<file path="src/rtl/edu_pkg.sv">
// Shared constants for the edu BAR0 register back-end: register offsets,
// status/irq bit positions, local-bus state encoding and a byte-mask helper.
package edu_pkg;

    localparam logic [7:0] OFF_IDENT      = 8'h00;
    localparam logic [7:0] OFF_LIVE       = 8'h04;
    localparam logic [7:0] OFF_FACT       = 8'h08;
    localparam logic [7:0] OFF_STATUS     = 8'h20;
    localparam logic [7:0] OFF_IRQ_STATUS = 8'h24;
    localparam logic [7:0] OFF_RAISE      = 8'h60;
    localparam logic [7:0] OFF_ACK        = 8'h64;

    localparam int STATUS_BUSY   = 0;
    localparam int STATUS_IRQ_EN = 7;
    localparam int IRQ_FACT_DONE = 0;

    typedef enum logic {
        IDLE = 1'b0,
        RESP = 1'b1
    } bus_state_t;

    function automatic logic [31:0] be_mask(input logic [3:0] be);
        return {{8{be[3]}}, {8{be[2]}}, {8{be[1]}}, {8{be[0]}}};
    endfunction

endpackage

</file>
<file path="src/rtl/edu_mmio_if.sv">
// Local bus from the pci target core to the edu register file.
// valid/ready: the master raises lb_valid with lb_write/addr/wdata/be and holds them stable until it sees lb_ready, a one-cycle pulse; lb_rdata is meaningful only while lb_ready=1.
interface edu_mmio_if;
    logic        lb_valid;
    logic        lb_write;
    logic [7:0]  lb_addr;
    logic [31:0] lb_wdata;
    logic [3:0]  lb_be;
    logic        lb_ready;
    logic [31:0] lb_rdata;

    modport master (
        output lb_valid, lb_write, lb_addr, lb_wdata, lb_be,
        input  lb_ready, lb_rdata
    );

    modport slave (
        input  lb_valid, lb_write, lb_addr, lb_wdata, lb_be,
        output lb_ready, lb_rdata
    );
endinterface

</file>
<file path="src/rtl/edu_fact.sv">
// Iterative factorial engine: one 32-bit multiply per cycle, result = n! mod 2^32.
// done pulses on the edge where busy clears so the irq logic can latch it on that edge.
module edu_fact (
    input  logic        clk,
    input  logic        rst,
    input  logic        start,
    input  logic [31:0] operand,
    input  logic [31:0] mask,
    output logic        busy,
    output logic        done,
    output logic [31:0] result
);

    logic [31:0] counter_q;
    logic [31:0] result_q;
    logic        busy_q;

    // Last multiply happens with counter=2; counters 0/1 finish without one.
    assign done   = busy_q && (counter_q <= 32'd2);
    assign busy   = busy_q;
    assign result = result_q;

    always_ff @(posedge clk or negedge rst) begin
        if (!rst) begin
            counter_q <= 32'h0;
            result_q  <= 32'h0;
            busy_q    <= 1'b0;
        end else if (start) begin
            counter_q <= (counter_q & ~mask) | (operand & mask);
            result_q  <= 32'h1;
            busy_q    <= 1'b1;
        end else if (busy_q) begin
            if (counter_q > 32'd1) begin
                result_q  <= result_q * counter_q;
                counter_q <= counter_q - 32'd1;
            end
            if (done) begin
                busy_q <= 1'b0;
            end
        end
    end

endmodule

</file>
<file path="src/rtl/edu_mmio.sv">
// edu device BAR0 register file: address decode, ident/liveness/status/irq
// registers, local-bus response and the level interrupt to the pci core.
module edu_mmio
    import edu_pkg::*;
#(
    parameter logic [31:0] IDENT = 32'h010000ed
) (
    input  logic       clk,
    input  logic       rst,
    edu_mmio_if.slave  lb,
    output logic       irq,
    output bus_state_t dbg_state
);

    bus_state_t  state_q, state_d;
    logic        accept;
    logic        wr, rd;
    logic [7:0]  word_addr;
    logic [31:0] mask;
    logic        ready_q;
    logic [31:0] rdata_q, rd_data, status;
    logic [31:0] live_q;
    logic        irq_en_q;
    logic [31:0] isr_q, isr_d, raise_bits, ack_bits, done_bits;
    logic        fact_start, fact_busy, fact_done;
    logic [31:0] fact_result;
    logic        unused_addr_lsb;

    assign word_addr       = {lb.lb_addr[7:2], 2'b00};
    assign unused_addr_lsb = ^lb.lb_addr[1:0];
    assign mask            = be_mask(lb.lb_be);
    assign wr              = accept && lb.lb_write;
    assign rd              = accept && !lb.lb_write;
    assign fact_start      = wr && (word_addr == OFF_FACT) && !fact_busy;

    assign lb.lb_ready = ready_q;
    assign lb.lb_rdata = rdata_q;
    assign dbg_state   = state_q;

    always_ff @(posedge clk or negedge rst) begin
        if (!rst) state_q <= IDLE;
        else      state_q <= state_d;
    end

    // Requests are only sampled in IDLE, so the response cycle never re-accepts a held request.
    always_comb begin
        state_d = state_q;
        accept  = 1'b0;
        case (state_q)
            IDLE: if (lb.lb_valid) begin
                accept  = 1'b1;
                state_d = RESP;
            end
            RESP: state_d = IDLE;
        endcase
    end

    always_comb begin
        status                = 32'h0;
        status[STATUS_BUSY]   = fact_busy;
        status[STATUS_IRQ_EN] = irq_en_q;
        rd_data               = 32'hFFFF_FFFF;
        case (word_addr)
            OFF_IDENT:      rd_data = IDENT;
            OFF_LIVE:       rd_data = ~live_q;
            OFF_FACT:       rd_data = fact_result;
            OFF_STATUS:     rd_data = status;
            OFF_IRQ_STATUS: rd_data = isr_q;
            default:        rd_data = 32'hFFFF_FFFF;
        endcase
    end

    // Completion is OR-ed in after the ack so it wins a same-edge ack of its bit.
    always_comb begin
        raise_bits = 32'h0;
        ack_bits   = 32'h0;
        done_bits  = 32'h0;
        if (wr && word_addr == OFF_RAISE) raise_bits = lb.lb_wdata & mask;
        if (wr && word_addr == OFF_ACK)   ack_bits   = lb.lb_wdata & mask;
        if (fact_done && irq_en_q)        done_bits[IRQ_FACT_DONE] = 1'b1;
        isr_d = ((isr_q | raise_bits) & ~ack_bits) | done_bits;
    end

    always_ff @(posedge clk or negedge rst) begin
        if (!rst) begin
            ready_q  <= 1'b0;
            rdata_q  <= 32'h0;
            live_q   <= 32'h0;
            irq_en_q <= 1'b0;
            isr_q    <= 32'h0;
            irq      <= 1'b0;
        end else begin
            ready_q <= accept;
            rdata_q <= rd ? rd_data : 32'h0;
            if (wr && word_addr == OFF_LIVE)
                live_q <= (live_q & ~mask) | (lb.lb_wdata & mask);
            if (wr && word_addr == OFF_STATUS && lb.lb_be[0])
                irq_en_q <= lb.lb_wdata[STATUS_IRQ_EN];
            isr_q <= isr_d;
            irq   <= |isr_q;
        end
    end

    edu_fact u_fact (
        .clk     (clk),
        .rst     (rst),
        .start   (fact_start),
        .operand (lb.lb_wdata),
        .mask    (mask),
        .busy    (fact_busy),
        .done    (fact_done),
        .result  (fact_result)
    );

endmodule

</file>
<file path="src/flat_wrapper.sv">
// flat-port wrapper written by rule: the top's interface ports become plain ports
module edu_mmio_flat import edu_pkg::*;
#(
    parameter logic [31:0] IDENT = 32'h010000ed
)
  (clk, rst, irq, dbg_state, lb_lb_valid, lb_lb_write, lb_lb_addr, lb_lb_wdata, lb_lb_be, lb_lb_ready, lb_lb_rdata);
  edu_mmio_if lb_i ();
  input  logic clk;
  input  logic rst;
  output logic irq;
  output bus_state_t dbg_state;
  input wire logic [$bits(lb_i.lb_valid)-1:0] lb_lb_valid;
  input wire logic [$bits(lb_i.lb_write)-1:0] lb_lb_write;
  input wire logic [$bits(lb_i.lb_addr)-1:0] lb_lb_addr;
  input wire logic [$bits(lb_i.lb_wdata)-1:0] lb_lb_wdata;
  input wire logic [$bits(lb_i.lb_be)-1:0] lb_lb_be;
  output wire logic [$bits(lb_i.lb_ready)-1:0] lb_lb_ready;
  output wire logic [$bits(lb_i.lb_rdata)-1:0] lb_lb_rdata;
  assign lb_i.lb_valid = lb_lb_valid;
  assign lb_i.lb_write = lb_lb_write;
  assign lb_i.lb_addr = lb_lb_addr;
  assign lb_i.lb_wdata = lb_lb_wdata;
  assign lb_i.lb_be = lb_lb_be;
  assign lb_lb_ready = lb_i.lb_ready;
  assign lb_lb_rdata = lb_i.lb_rdata;
  edu_mmio #(.IDENT(IDENT)) u_core (.clk(clk), .rst(rst), .lb(lb_i), .irq(irq), .dbg_state(dbg_state));
endmodule
</file>
<file path="config.mk">
export PLATFORM = sky130hd
export DESIGN_NAME = edu_mmio_flat
export DESIGN_NICKNAME = d
export VERILOG_FILES = /design/src/rtl/edu_pkg.sv /design/src/rtl/edu_mmio_if.sv /design/src/rtl/edu_fact.sv /design/src/rtl/edu_mmio.sv /design/src/flat_wrapper.sv
export SDC_FILE = /design/constraint.sdc
export NUM_CORES = 2
export LEC_CHECK = 0
export CORE_MARGIN = 2
export CORE_UTILIZATION = 58
export DETAILED_ROUTE_END_ITERATION = 10
export PLACE_DENSITY = 0.87
export SLEW_MARGIN = 20
export SYNTH_ARGS = -nofsm -noshare
export SYNTH_HDL_FRONTEND = slang
export SYNTH_SLANG_ARGS = --single-unit
</file>
<file path="constraint.sdc">
create_clock -name clk -period 6.7 [get_ports clk]
set_input_delay 1.34 -clock clk [delete_from_list [all_inputs] [get_ports clk]]
set_output_delay 1.34 -clock clk [all_outputs]
set_load 0.02 [all_outputs]
</file>
==> flow_metrics.tcl <==
set metrics [dict create \
    layout-drive-gt1-share 0.148 \
    route.detailed.drc 0 \
    dp_cells 3159 \
    synth-main-ff-cell "dfrtp_1" \
    startpoint_type "flop" \
    syn_avg_cell_area_um2 9.24 \
    grt_pass1_wl_um 113000 \
    finalInstanceArea_um2 27000 \
    wl_per_cell_um 21.6 \
    end_kind "flop" \
    rsz0062_at_grt "yes" \
    synthArstFlopShare 1.00 \
    power_frac_comb 0.252 \
    synth_edf_count 0 \
    yosysTopAreaCellShare 0.352 \
    area_delta_synth_final_pct 16.2 \
    max-clock-path-buffers 2 \
    cts_buffers 17 \
    die_y_um 204 \
    p_switching_w 0.00104 \
    ir_drop_mv 0.198 \
    finalHoldViolCount 0 \
    root_buffer "clkbuf_16" \
    vias 19000 \
    cpPeakStageDelay_ps 570 \
    violations "negative setup slack" \
    tightest_slew_ps 1100 \
    io_buffers 80 \
    cpMostUsedCell "fa_1" \
    slew_headroom 0.261 \
    fmax_ghz 0.144 \
    initialDrtViolationCount 1936 \
    core_um2 39600 \
    grtUsageTotal 0.355 \
    synthTopCellsByArea "fa_1, dfrtp_1, and2_1, ha_1, inv_1" \
    cts-htree-levels 4 \
    synthesis.nets 3096 \
    syn-cell-area_um2 23200 \
    dieArea_um2 41600 \
    pin_count 83 \
    cts_tree "yes" \
    yosysUniqueCellTypes 73 \
    reg2reg_slack_ps -250 \
    period_share 1.04 \
    hp-class "reg -> reg" \
    worstPathMaxFanout 6 \
    yosysTopAreaCell "fa_1" \
    grt_pass1_vias 21200 \
    seqPwrFrac 0.382 \
    antenna_found_initial 0 \
    critPathRequiredTime_ps 7070 \
    ys_ff_latch 164 \
    maxCapViolCount 0 \
    placed_cell_area_um2 25700 \
    clock_sinks 164 \
    std_cell_rows 73 \
    grt_max_degree 111 \
    slew_violations 0 \
    fin_setup_tns_ps -1150 \
    skew_ps 15.5 \
    overflow 0 \
    crit_chain "buf_6, buf_4, and2_4, fa_1, inv_1, fa_1, fa_1, fa_1, inv_1, fa_1, fa_1, fa_1, fa_1, ha_4, buf_4, nand2_2, nor2_1, nand2_1, a21boi_1, o31a_1, a41o_1, o21a_1, o21a_1, o31ai_2" \
    final_nets 3259 \
    status "complete, but fails checks" \
    start_util 0.586 \
    ys_seq_area_frac 0.177 \
    clock_latency_ps 470 \
    yosysWarnings 0 \
    critPathTopFamily "adder cells" \
    routed_wirelength_um 69400 \
    stdcell_count 3215 \
    leakagePower_nw 13.2 \
    critical_path_class "reg -> reg" \
    clk_pin_slew_ps 80 \
    drtPass1Iterations 8 \
    clock_power_share 0.366 \
    crit_arrival_ps 7320 \
    antenna_cells 0 \
    syn_inst 2514 \
    setup_viol 9 \
    swShare 0.363 \
    routed_via_density 5.91 \
    postCtsHoldBufs 0 \
    power_density_nw_per_um2 106 \
    finalCriticalPeriod_ps 6950 \
    antenna_left 0 \
    fp.dieW_um 204 \
    setup_ws_ps -249 \
    dpl.hpwl_um 53800 \
    slowest_stage "fa_1" \
    p_int_w 0.00183 \
    critPathBufInv 5 \
    routabilityCongestion 0.968 \
]
stage by stage:
| stage | util | setup slack [ps] | hold WS, ps | power, W |
|---|---|---|---|---|
| after floorplan | - | 14.9 | 469 | 0.00135 |
| after global placement | 0.649 | -365 | 482 | 0.00172 |
| after detailed placement | 0.649 | -585 | 488 | 0.00174 |
| after CTS | 0.674 | -238 | 505 | 0.00283 |
| after global routing | 0.680 | -418 | 523 | 0.00293 |
| final | 0.680 | -249 | 505 | 0.00287 |
worst reg2reg max path, cell delays in order (launching register included):
cell and delay, ps:
dfrtp_1 440, buf_6 170, buf_4 140, and2_4 150
fa_1 540, inv_1 50, fa_1 490, fa_1 460
fa_1 550, inv_1 60, fa_1 480, fa_1 570
fa_1 430, fa_1 550, ha_4 220, buf_4 130
nand2_2 70, nor2_1 60, nand2_1 80, a21boi_1 70
o31a_1 270, a41o_1 260, o21a_1 220, o21a_1 190
o31ai_2 200
area by class of cell:
cell class | count | area [um^2]
Sequential cell | 164 | 4120
Fill cell | 2827 | 12700
Multi-Input combinational cell | 1803 | 17400
Timing Repair Buffer | 303 | 2760
Tap cell | 525 | 657
Clock buffer | 17 | 425
Inverter | 388 | 1460
Clock inverter | 15 | 185
cell usage after synthesis (3+ instances only):
library cell    n
xor2_1         18
o21a_1          7
buf_1           3
o221ai_1        3
nor2_1         70
clkbuf_1      135
xnor2_1        65
a31oi_1         3
nor2b_1         3
and3_1          6
ha_1          126
or3_1           4
buf_4           9
a211oi_1        3
mux2_2         33
a21oi_1        67
o21ai_1        10
a221o_1        14
fa_1          408
and2_1        314
o21ai_0       133
o211ai_1       11
nand4_1         5
nor3_1         20
and2_2          3
nand3_1        46
o21bai_1        5
buf_2           5
nand3b_1        3
inv_1         388
dfrtp_1       164
a21o_1         15
o31ai_1         7
nand2b_1        9
nand2_1       338
nor4_1         15
power by group through the flow:
| stage | clock (W) | combinational [W] | sequential, W |
|---|---|---|---|
| 2_1_floorplan | 0 | 0.000249 | 0.00110 |
| 3_3_place_gp | 0 | 0.000612 | 0.00110 |
| 3_5_place_dp | 0 | 0.000636 | 0.00111 |
| 4_1_cts | 0.00106 | 0.000681 | 0.00109 |
| 5_1_grt | 0.00109 | 0.000740 | 0.00110 |
| 6_report | 0.00105 | 0.000723 | 0.00110 |
cell usage in the layout, fill, tap and decap left out, types with 7 or more instances in the layout:
| cell | instances |
|---|---|
| buf_4 | 193 |
| a221o_1 | 14 |
| o21ai_1 | 19 |
| fa_2 | 13 |
| o21ai_0 | 121 |
| o211ai_1 | 11 |
| inv_1 | 383 |
| nor2_1 | 68 |
| and2_1 | 304 |
| xor2_1 | 18 |
| and2_4 | 10 |
| dfrtp_2 | 12 |
| nand2b_1 | 8 |
| clkbuf_16 | 17 |
| buf_12 | 18 |
| ha_1 | 116 |
| a21oi_2 | 7 |
| mux2_2 | 33 |
| nand3_1 | 45 |
| dfrtp_1 | 152 |
| clkdlybuf4s50_1 | 79 |
| xnor2_1 | 60 |
| nor3_1 | 17 |
| fa_1 | 395 |
| buf_6 | 10 |
| a21o_1 | 14 |
| ha_4 | 9 |
| nand2_1 | 336 |
| nor4_1 | 15 |
| a21oi_1 | 58 |
| o21a_1 | 7 |
timing repair:
item / in CTS / in global routing
gates resized for setup: 59 / 57
buffers inserted: 18 / 5
pin swaps: 28 / 41
hold endpoints to repair: 0 / 0
setup endpoints to repair: 12 / 16
path summary, 6_finish.rpt:
kind	from	end	cells after the start
setup / recovery	flop	u_core.u_fact.result[30]	24
hold reg to reg	flop	flop	1
hold / removal	flop	flop	1
min in group asynchronous	rst	asynchronous set/reset pin	1
setup reg to reg	flop	u_core.u_fact.result[30]	24
max in group asynchronous	rst	u_core.u_fact.result[14]	2
kinds of logic (layout without fill, tap and decap cells):
family                   Yosys count  after routing  synth area share
multiplexers                      34             34            0.0164
AND/OR/NAND/NOR                  858            858             0.188
flip-flops                       164            164             0.177
adder cells (fa/ha/maj)          534            534             0.420
AO/OA/AOI/OAI                    294            294            0.0750
buffers and inverters            547            723            0.0925
XOR/XNOR                          83             83            0.0313
routing by layer:
layer  vias up  GRT usage  part of all wire
met4         0      0.238             0.078
li1       8063          -                 -
met1      9485      0.436              0.36
met2      1105      0.568              0.47
met5         -          0                 0
met3       342     0.0737             0.093
Power figures use the tool's default switching activity.
